[src/rtl/auth_rx.sv]
// auth_rx: 8N1 UART receiver feeding a "G"/"S" power-up authorizer.
// pwr_up is decoded straight from the auth state register.
module auth_rx #(
  parameter int BAUD_DIV = 2604
) (
  input  logic       clk,
  input  logic       rst_n,
  input  logic       RX,
  input  logic       rider_off,
  input  logic       clr_rdy,
  output logic [7:0] rx_data,
  output logic       rdy,
  output logic       pwr_up
);

  localparam logic [11:0] FULL = 12'(BAUD_DIV);
  localparam logic [11:0] HALF = 12'(BAUD_DIV / 2);

  typedef enum logic {
    IDLE,
    RECEIVE
  } rx_state_t;

  typedef enum logic [1:0] {
    OFF,
    PWR1,
    PWR2
  } au_state_t;

  rx_state_t   rx_st, rx_nxt;
  au_state_t   au_st, au_nxt;

  logic        rx_ff1, rx_s;
  logic [11:0] baud_cnt;
  logic [3:0]  bit_cnt;
  logic [7:0]  shreg;
  logic        armed;
  logic        stop_pend;
  logic        rx_vld;

  logic        tick;
  logic        start;
  logic        stop_ok;
  logic        ferr;

  assign tick = (baud_cnt <= 12'd1);

  always_ff @(posedge clk or negedge rst_n) begin
    if (!rst_n) begin
      rx_st <= IDLE;
      au_st <= OFF;
    end else begin
      rx_st <= rx_nxt;
      au_st <= au_nxt;
    end
  end

  always_comb begin
    rx_nxt  = rx_st;
    start   = 1'b0;
    stop_ok = 1'b0;
    ferr    = 1'b0;
    unique case (rx_st)
      IDLE: begin
        if (!rx_s && armed) begin
          rx_nxt = RECEIVE;
          start  = 1'b1;
        end
      end
      RECEIVE: begin
        if (tick) begin
          if (bit_cnt == 4'd0 && rx_s) begin
            rx_nxt = IDLE;
          end else if (bit_cnt == 4'd9) begin
            rx_nxt  = IDLE;
            stop_ok = rx_s;
            ferr    = !rx_s;
          end
        end
      end
    endcase
  end

  always_ff @(posedge clk or negedge rst_n) begin
    if (!rst_n) begin
      rx_ff1    <= 1'b1;
      rx_s      <= 1'b1;
      baud_cnt  <= 12'd0;
      bit_cnt   <= 4'd0;
      shreg     <= 8'hFF;
      rx_data   <= 8'h00;
      rdy       <= 1'b0;
      stop_pend <= 1'b0;
      rx_vld    <= 1'b0;
      armed     <= 1'b1;
    end else begin
      rx_ff1    <= RX;
      rx_s      <= rx_ff1;
      stop_pend <= stop_ok;
      rx_vld    <= stop_pend;
      if (stop_pend) begin
        rx_data <= shreg;
      end
      // a set in the same clk as a clear must win
      if (stop_pend) begin
        rdy <= 1'b1;
      end else if (clr_rdy || start) begin
        rdy <= 1'b0;
      end
      if (ferr) begin
        armed <= 1'b0;
      end else if (rx_s) begin
        armed <= 1'b1;
      end
      if (start) begin
        baud_cnt <= HALF;
        bit_cnt  <= 4'd0;
      end else if (rx_st == RECEIVE) begin
        if (tick) begin
          baud_cnt <= FULL;
          bit_cnt  <= bit_cnt + 4'd1;
          if (bit_cnt != 4'd0 && bit_cnt < 4'd9) begin
            shreg <= {rx_s, shreg[7:1]};
          end
        end else begin
          baud_cnt <= baud_cnt - 12'd1;
        end
      end
    end
  end

  always_comb begin
    au_nxt = au_st;
    unique case (au_st)
      OFF: begin
        if (rx_vld && rx_data == 8'h47) begin
          au_nxt = PWR1;
        end
      end
      PWR1: begin
        if (rx_vld && rx_data == 8'h53) begin
          au_nxt = rider_off ? OFF : PWR2;
        end
      end
      PWR2: begin
        if (rider_off) begin
          au_nxt = OFF;
        end else if (rx_vld && rx_data == 8'h47) begin
          au_nxt = PWR1;
        end
      end
      default: au_nxt = OFF;
    endcase
  end

  assign pwr_up = (au_st != OFF);

endmodule

[config.mk]
export PLATFORM = sky130hd
export DESIGN_NAME = auth_rx
export DESIGN_NICKNAME = d
export VERILOG_FILES = /design/src/rtl/auth_rx.sv
export SDC_FILE = /design/constraint.sdc
export NUM_CORES = 1
export LEC_CHECK = 0
export ABC_AREA = 1
export ABC_CLOCK_PERIOD_IN_PS = 3100
export CAP_MARGIN = 20
export CORE_MARGIN = 2
export CORE_UTILIZATION = 60
export DETAILED_ROUTE_END_ITERATION = 6
export PLACE_DENSITY_LB_ADDON = 0.1
export SLEW_MARGIN = 20
export SYNTH_ARGS = -nofsm -noshare
export SYNTH_HDL_FRONTEND = slang
export SYNTH_SLANG_ARGS = --single-unit
[constraint.sdc]
create_clock -name clk -period 3.1 [get_ports clk]
set_clock_uncertainty 0.05 [all_clocks]
set_input_delay 0.775 -clock clk [delete_from_list [all_inputs] [get_ports clk]]
set_output_delay 0.775 -clock clk [all_outputs]
set_load 0.01 [all_outputs]
# ---- Word level (Yosys, flattened, before mapping)
# Cells that the tools add are included.
dict set report word_totals {
  ff_bits 41
  latch_bits 0
  ramBits 0
  mem_bits_ro 0
  inputBits 5
  out_inout_bits 10
  elab_cells 70
  mem_count 0
}
dict set report op_classes {
  add_sub_neg 2
  mul 0
  div_mod_pow 0
  order_cmp 2
  n_eq_ne 6
  shifts 0
  mux 29
  bitwise 2
  n_reduce_logical 17
}
# operator n
set ops {}
lappend ops {{2-to-1 mux 12 bit} 3}
lappend ops {{2-to-1 mux 1 bit} 17}
lappend ops {{== test 8 x 7 -> 1 bit, second input constant} 2}
lappend ops {{less-or-equal comparator 12 x 1 -> 1 bit, second input constant} 1}
lappend ops {{2-to-1 mux 4 bit} 3}
lappend ops {{subtractor 12 x 1 -> 12 bit, second input constant} 1}
lappend ops {{nonzero test 2 bit} 5}
lappend ops {{2-to-1 mux 2 bit} 4}
lappend ops {{one-hot mux 2 bit (3 select lines)} 1}
lappend ops {{logical AND 1 bit} 5}
lappend ops {{adder 4 x 1 -> 4 bit, second input constant} 1}
lappend ops {{== test 4 bit, second input constant} 1}
lappend ops {{zero test 4 bit} 1}
lappend ops {{less-than comparator 4 bit, second input constant} 1}
lappend ops {{AND reduction 4 bit} 1}
lappend ops {{nonzero test 4 bit} 1}
lappend ops {{== test 2 x 1 -> 1 bit, second input constant} 1}
lappend ops {{== test 2 bit, second input constant} 1}
lappend ops {{zero test 2 bit} 1}
lappend ops {{!= test 2 bit, second input constant} 1}
lappend ops {{inverter 1 bit} 2}
lappend ops {{one-hot mux 1 bit (2 select lines)} 1}
lappend ops {{AND reduction 2 bit} 1}
lappend ops {{zero test 1 bit} 1}
lappend ops {{logical OR 1 bit} 1}

# ---- Depth between registers and ports, before layout
# Gate-level depths: netlist (run 1).
dict set report logic_depth {
  word_depth 7
  ltp_mapped 9
}

# ---- Worst setup path after synthesis (run 1)
# Ideal clock, no wire load.
dict set report synth_timing {
  path_kind {flip-flop to flip-flop}
  startpoint {reg baud_cnt[0]}
  endpoint {reg bit_cnt[0]}
  setup_time_ns 0.117
  t_arrival_ns 1.369
  t_required_ns 2.933
  path_slack_ns 1.564
  stages_incl_launch_ff 10
  synth_period_minus_slack_ns 1.536
  cell_sequence {dfrtp_1 -> inv_1 -> ha_1 -> nor2_1 -> nor3_1 -> nand2_1 -> nand2_4 -> nand2_4 -> nand2_1 -> nand2_1}
}
dict set report synth_between {
  elab_chain_len 3
}
# item line_no
set synth_lines {}
lappend synth_lines {{start, declared} 34} ;# logic [11:0] baud_cnt;
lappend synth_lines {{start signal, assigned} 126} ;# baud_cnt <= baud_cnt - 12'd1;
lappend synth_lines {{less-or-equal comparator 12 x 1 -> 1 bit} 46} ;# assign tick = (baud_cnt <= 12'd1);
lappend synth_lines {{nonzero test 2 bit (no line)} --}
lappend synth_lines {{AND reduction 2 bit (no line)} --}
lappend synth_lines {{end signal, assigned} 121} ;# bit_cnt <= bit_cnt + 4'd1;
lappend synth_lines {{end, declared} 35} ;# logic [3:0] bit_cnt;
# No other way between the ends.
# A chain may end at the register's enable or synchronous reset.

# ---- Final worst setup path (run 1)
dict set report layout_timing {
  startpoint {reg au_st[1]}
  endpoint {out pwr_up}
}
dict set report layout_between {
  elab_chain_len 1
}
# item line_no
set layout_lines {}
lappend layout_lines {{start, declared} 31} ;# au_state_t au_st, au_nxt;
lappend layout_lines {{start signal, assigned} 54} ;# au_st <= au_nxt;
lappend layout_lines {{nonzero test 2 bit} 156} ;# assign pwr_up = (au_st != OFF);
lappend layout_lines {{end, declared} 13} ;# output logic pwr_up
# No other way between the ends.

==> out/metrics.yaml, run 1 <==
logic_synthesis:
  synthSimpleGateAreaFrac_pct: 33.31
  ys_warn_count: 0
  synth_common_cells: "93 x nand2_1, 32 x inv_1, 30 x dfrtp_1"
  synthCells: 271
  syn_avg_cell_area_um2: 7.927
  synth_seq_cells: 41
  muxShareOfSynthArea_pct: 0
  synth_top_family_by_area: "simple AND/OR/NAND/NOR gates"
  synth.cell_area_um2: 2148
  yosysTopAreaCell: "dfrtp_1"
  synth_edf_count: 0
  ys_async_sr_fraction_pct: 100.0
  yosysMostFrequentCell: "nand2_1"
  synth_nets: 281
  synth_compound_area_share_pct: 6.407
  synth.top_cell.area_share_pct: 34.94
  yosys.area_share.xor_xnor_pct: 2.446
  synth_fa_ha_area_share_pct: 2.912
  synth.distinct_cells: 27
  ys.flop_type: "dfrtp_1"
  synth.area.top_cells: "dfrtp_1 35%, nand2_1 16%, dfstp_2 13%, inv_1 5.6%, nand4_1 3.5%"
  synth_seq_area_share_pct: 48.40
sta:
  tightest_slew_ns: 0.8550
  fin_crit_ns: 2.215
  maxSlewViolCount: 0
  clock.fmax_mhz: 451.5
  post-route-period-util_pct: 71.45
  rsz0062_at_grt: "false"
  hold_violations: 0
  finalSetupTns_ns: 0
  setup-violations-final: 0
  max_slew_margin_pct: 43.00
die:
  die_area_um2: 4075
  fp-row-count: 21
  die_w_um: 63.84
  io_pins: 15
  core_um2: 3390
  initial_utilization_pct: 63.38
  dieHeight_um: 63.84
critical_path:
  max_stage_delay_ns: 0.52
  worst_setup_path_end_kind: "output port"
  slowest_stage: "clkdlybuf4s50_1"
  crit_fanout: 3
  crit_path_start: "au_st[1]"
  crit_type: "flip-flop to output port"
  path_cells: "inv_1, nand2_1, clkdlybuf4s50_1"
  critPathLaunchType: "flip-flop"
  cp_data_arrival_time_ns: 1.39
  reg2reg_from: "baud_cnt[0]"
  required_ns: 2.27
placement:
  place_inst: 329
  post-dp-hpwl_um: 3003
  io_buffers: 14
  gp_congestion: 0.8794
final_layout:
  area_growth_pct: 11.65
  drive_gt1_share_pct: 12.03
  finalNonFillerCells: 337
  n_fill_cell: 293
  antenna_cells: 0
  final_nets: 300
cts:
  cts_resized: 0
  clk_pin_slew_ns: 0.12
  tritoncts: "done"
  insertion_delay_ns: 0.36
  htreeDepth: 2
  cts_setup_buffers: 0
  cts_made_buffers: 5
  cts.sink_count: 41
  ctsHoldBuffers: 0
  cts_buffer_depth: 2
  clock-root-buffer: "clkbuf_4"
drt:
  viasPerCell: 5.148
  drc: 0
  drtAntennaViolNets: 0
  drt_iter0_drc: 92
  firstDrtPassIters: 4
  wl_per_cell_um: 12.00
  drt_wl_total_um: 4044
  num_vias: 1735
outcome:
  status: "completed"
grt:
  grt_start_max_net_pins: 42
  grt_pass1_vias: 1633
  track_usage_pct: 23.89
  grt_overflow: 0
  antenna_found_initial: 0
  grt_pass1_wl_um: 7465
flow_run:
  drv_cap: 0
min_path:
  hold_class: "flip-flop to flip-flop"
  hold_start: "rx_ff1"
pwr:
  power_leakage_nw: 1.167
  vdd_drop_max_mv: 0.4413
  power_density_nw_per_um2: 650.4
-- report_power, final --
group | switching, W | internal, W
Clock | 0.000168 | 0.000111
Combinational | 0.000347 | 0.000195
Sequential | 0.000115 | 0.000624
-- kinds of logic after synthesis --
logic type	count (synthesis)
buffers and inverters	37
flip-flops	41
AND/OR/NAND/NOR	158
adder cells (fa/ha/maj)	5
AO/OA/AOI/OAI	24
XOR/XNOR	6
-- registers in the layout, summed over array words and instances, names as in the netlist --
signal and flops:
rx_ff1 1, armed 1, rx_vld 1, au_st 2, rx_st 1, baud_cnt 12
stop_pend 1, rx_s 1, rdy 1, shreg 8, bit_cnt 4, rx_data 8
-- metrics by stage --
stage | instance area, um2 | setup slack [ns] | total power (W) | hold WS (ns) | utilization [%]
after floorplan | 2148 | 1.564 | 0.001153 | 0.2952 | -
after global placement | 2336 | 1.312 | 0.001276 | 0.2978 | 68.92
after CTS | 2399 | 0.8621 | 0.001575 | 0.3166 | 70.76
final | 2399 | 0.8850 | 0.001560 | 0.3134 | 70.76
after global routing | 2399 | 0.7975 | 0.001699 | 0.3182 | 70.76
after detailed placement | 2336 | 1.284 | 0.001290 | 0.3001 | 68.92
-- worst max-delay path, delay by kind of cell (launching register included) --
family / cells / cell delay, ns
buffers and inverters: 2 / 0.58
DFF: 1 / 0.39
and+or+nand+nor: 1 / 0.05
-- cells in the final DEF, fill, tap and decap left out, drive strengths merged, types with 4 or more instances in the layout --
master / netlist / final
nand2: 98 / 98
inv: 34 / 34
dfrtp: 30 / 30
nor2: 25 / 25
nand3: 14 / 14
clkdlybuf4s50: 0 / 13
nand4: 12 / 12
o21ai: 12 / 12
dfstp: 11 / 11
nor3: 7 / 7
clkbuf: 2 / 7
a21oi: 5 / 5
ha: 5 / 5
xor2: 4 / 4
o21bai: 4 / 4
-- metal layers --
metal	GRT usage [%]	vias to the layer above	wire length (um)
met5	0	-	0
met3	6.514	6	223
met1	34.51	786	1981
met4	8.424	0	64
met2	34.64	41	1774
li1	-	902	-
-- area by class of cell --
| type | count | area (um2) | share of cell area [%] |
|---|---|---|---|
| Sequential cell | 41 | 1040 | 43.35 |
| Multi-Input combinational cell | 193 | 968.4 | 40.38 |
| Timing Repair Buffer | 15 | 142.6 | 5.947 |
| Inverter | 34 | 127.6 | 5.321 |
| Tap cell | 46 | 57.56 | 2.400 |
| Clock buffer | 7 | 55.05 | 2.295 |
| Clock inverter | 1 | 7.507 | 0.3130 |
-- path summary, 6_finish.rpt --
check	slack [ns]	depth (start not counted)	endpoint
worst max-delay path	0.89	3	pwr_up
worst min-delay path	0.31	0	rx_s
worst max register to register	1.36	9	bit_cnt[3]
worst min register to register	0.31	0	rx_s
max in group asynchronous	1.99	1	rx_data[1]
min in group asynchronous	0.46	1	baud_cnt[9]
(Power assumes the default switching activity.)
==> inputs of run 2 (changes only) <==
ABC_CLOCK_PERIOD_IN_PS = 2100   (was 3100)
CORE_UTILIZATION = 58   (was 60)
clock period = 2.1 ns   (was 3.1 ns; I/O delays follow)
==> out/metrics.yaml, run 2 (same netlist as run 1, synthesis figures left out) <==
grt:
  grt_pass1_wl_um: 7169
  track_usage_pct: 21.96
  use_met1_pct: 33.71
  grt_overflow: 0
  top_usage_layer: "met1"
  use_met3_pct: 3.646
  grtUsageMet2_pct: 31.70
  grt_pass1_vias: 1537
  antenna_found_initial: 0
  grt_start_max_net_pins: 22
pwr:
  p_sw_w: 0.0009372
  intPower_w: 0.001479
  power_leakage_nw: 1.189
  seq_power_share_pct: 45.0
  power_density_nw_per_um2: 985.1
  p_clk_share_pct: 21.8
  swShare_pct: 38.79
  total_power_w: 0.002416
  p_comb_share_pct: 33.2
  vdd_drop_max_mv: 0.5762
placement:
  post-dp-hpwl_um: 3025
  gp_congestion: 0.8824
  place_inst: 332
  io_buffers: 14
  place_ws_ns: 0.4055
die:
  dieHeight_um: 64.86
  io_pins: 15
  fp-row-count: 22
  die_area_um2: 4207
  initial_utilization_pct: 59.58
  core_um2: 3606
  die_w_um: 64.86
critical_path:
  crit_fanout: 3
  cp_data_arrival_time_ns: 1.29
  crit_type: "flip-flop to output port"
  path_cells: "inv_1, nand2_1, clkdlybuf4s50_1"
  worst_setup_path_end_kind: "output port"
  critPathLaunchType: "flip-flop"
  slowest_stage: "clkdlybuf4s50_1"
  required_ns: 1.52
  max_stage_delay_ns: 0.52
flow_run:
  drv_cap: 0
drt:
  num_vias: 1722
  wl_per_cell_um: 11.66
  drtAntennaViolNets: 0
  drt_iter0_drc: 132
  drt_wl_total_um: 3963
  drc: 0
  viasPerCell: 5.065
  firstDrtPassIters: 4
cts:
  htreeDepth: 2
  insertion_delay_ns: 0.29
  cts_setup_buffers: 0
  ctsHoldBuffers: 0
  tritoncts: "done"
  cts_made_buffers: 5
  cts_resized: 0
  cts.sink_count: 41
  clk_pin_slew_ns: 0.08
  clock-root-buffer: "clkbuf_8"
  cts_buffer_depth: 2
final_layout:
  final_nets: 301
  final_cell_mix: "93 x nand2_1, 32 x inv_1, 30 x dfrtp_1"
  drive_gt1_share_pct: 12.33
  regMostFlops: "baud_cnt"
  n_fill_cell: 306
  largest_reg_flops: 12
  final_common_cell: "nand2_1"
  top_regs: "baud_cnt (12), rx_data (8), shreg (8)"
  area_growth_pct: 14.15
  antenna_cells: 0
  finalNonFillerCells: 340
min_path:
  hold_class: "input pin to asynchronous set/reset pin"
sta:
  fin_crit_ns: 1.867
  rsz0062_at_grt: "false"
  max_slew_margin_pct: 68.27
  finalSetupTns_ns: 0
  fin_hold_ws_ns: 0.1351
  clock.fmax_mhz: 535.6
  tightest_slew_ns: 0.4760
  fin_ws_ns: 0.2328
  hold_violations: 0
  maxSlewViolCount: 0
  setup-violations-final: 0
  post-route-period-util_pct: 88.91
outcome:
  status: "completed"
## run 2: changes by cell type in the layout (fill, tap and decap cells not counted), sizes merged
| cell | previous run | this run |
|---|---|---|
| buf | 2 | 3 |
## run 2: layout make-up
class	count	area, um2	area share, %
clock inverters	1	7.507	0.3061
clock buffers	7	86.33	3.520
multi-input cells	193	968.4	39.49
repair buffers	16	162.7	6.633
well taps	48	60.06	2.449
inverters	34	127.6	5.204
flip-flops and latches	41	1040	42.40
## run 2: metrics by stage
step	cell area (um2)	util, %
2_1_floorplan	2148	-
3_3_place_gp	2359	65.41
3_5_place_dp	2359	65.41
4_1_cts	2452	68.01
5_1_grt	2452	68.01
6_report	2452	68.01
## run 2: path summary, 6_finish.rpt
kind                                end   startpoint  slack (ns)  depth (start not counted)
setup / recovery                 pwr_up     au_st[1]        0.23                          3
hold / removal             baud_cnt[11]        rst_n        0.14                          1
setup reg to reg             bit_cnt[0]  baud_cnt[0]        0.38                          9
hold reg to reg                    rx_s       rx_ff1        0.31                          0
max in group asynchronous      shreg[3]        rst_n        1.31                          2
min in group clk                   rx_s       rx_ff1        0.31                          0
## run 2: worst max-delay path, delay by kind of cell, from the launching register on
family,cells,cell delay [ns]
flops,1,0.37
buf+inv,2,0.58
simple gates,1,0.05
## run 2: power groups by stage
| stage | Sequential [W] | Clock (W) | Combinational, W |
|---|---|---|---|
| floorplan | 0.00106 | 0 | 0.000644 |
| global placement | 0.00110 | 0 | 0.000794 |
| detailed placement | 0.00110 | 0 | 0.000801 |
| CTS | 0.00108 | 0.000542 | 0.000804 |
| global route | 0.00112 | 0.000569 | 0.000926 |
| finish | 0.00109 | 0.000527 | 0.000803 |
## run 2: per-layer routing
layer,share of wire [%],routed length [um],up-vias
met2,42,1684,20
met4,0.93,37,0
li1,-,-,908
met1,54,2123,789
met5,0,0,-
met3,3.0,118,5
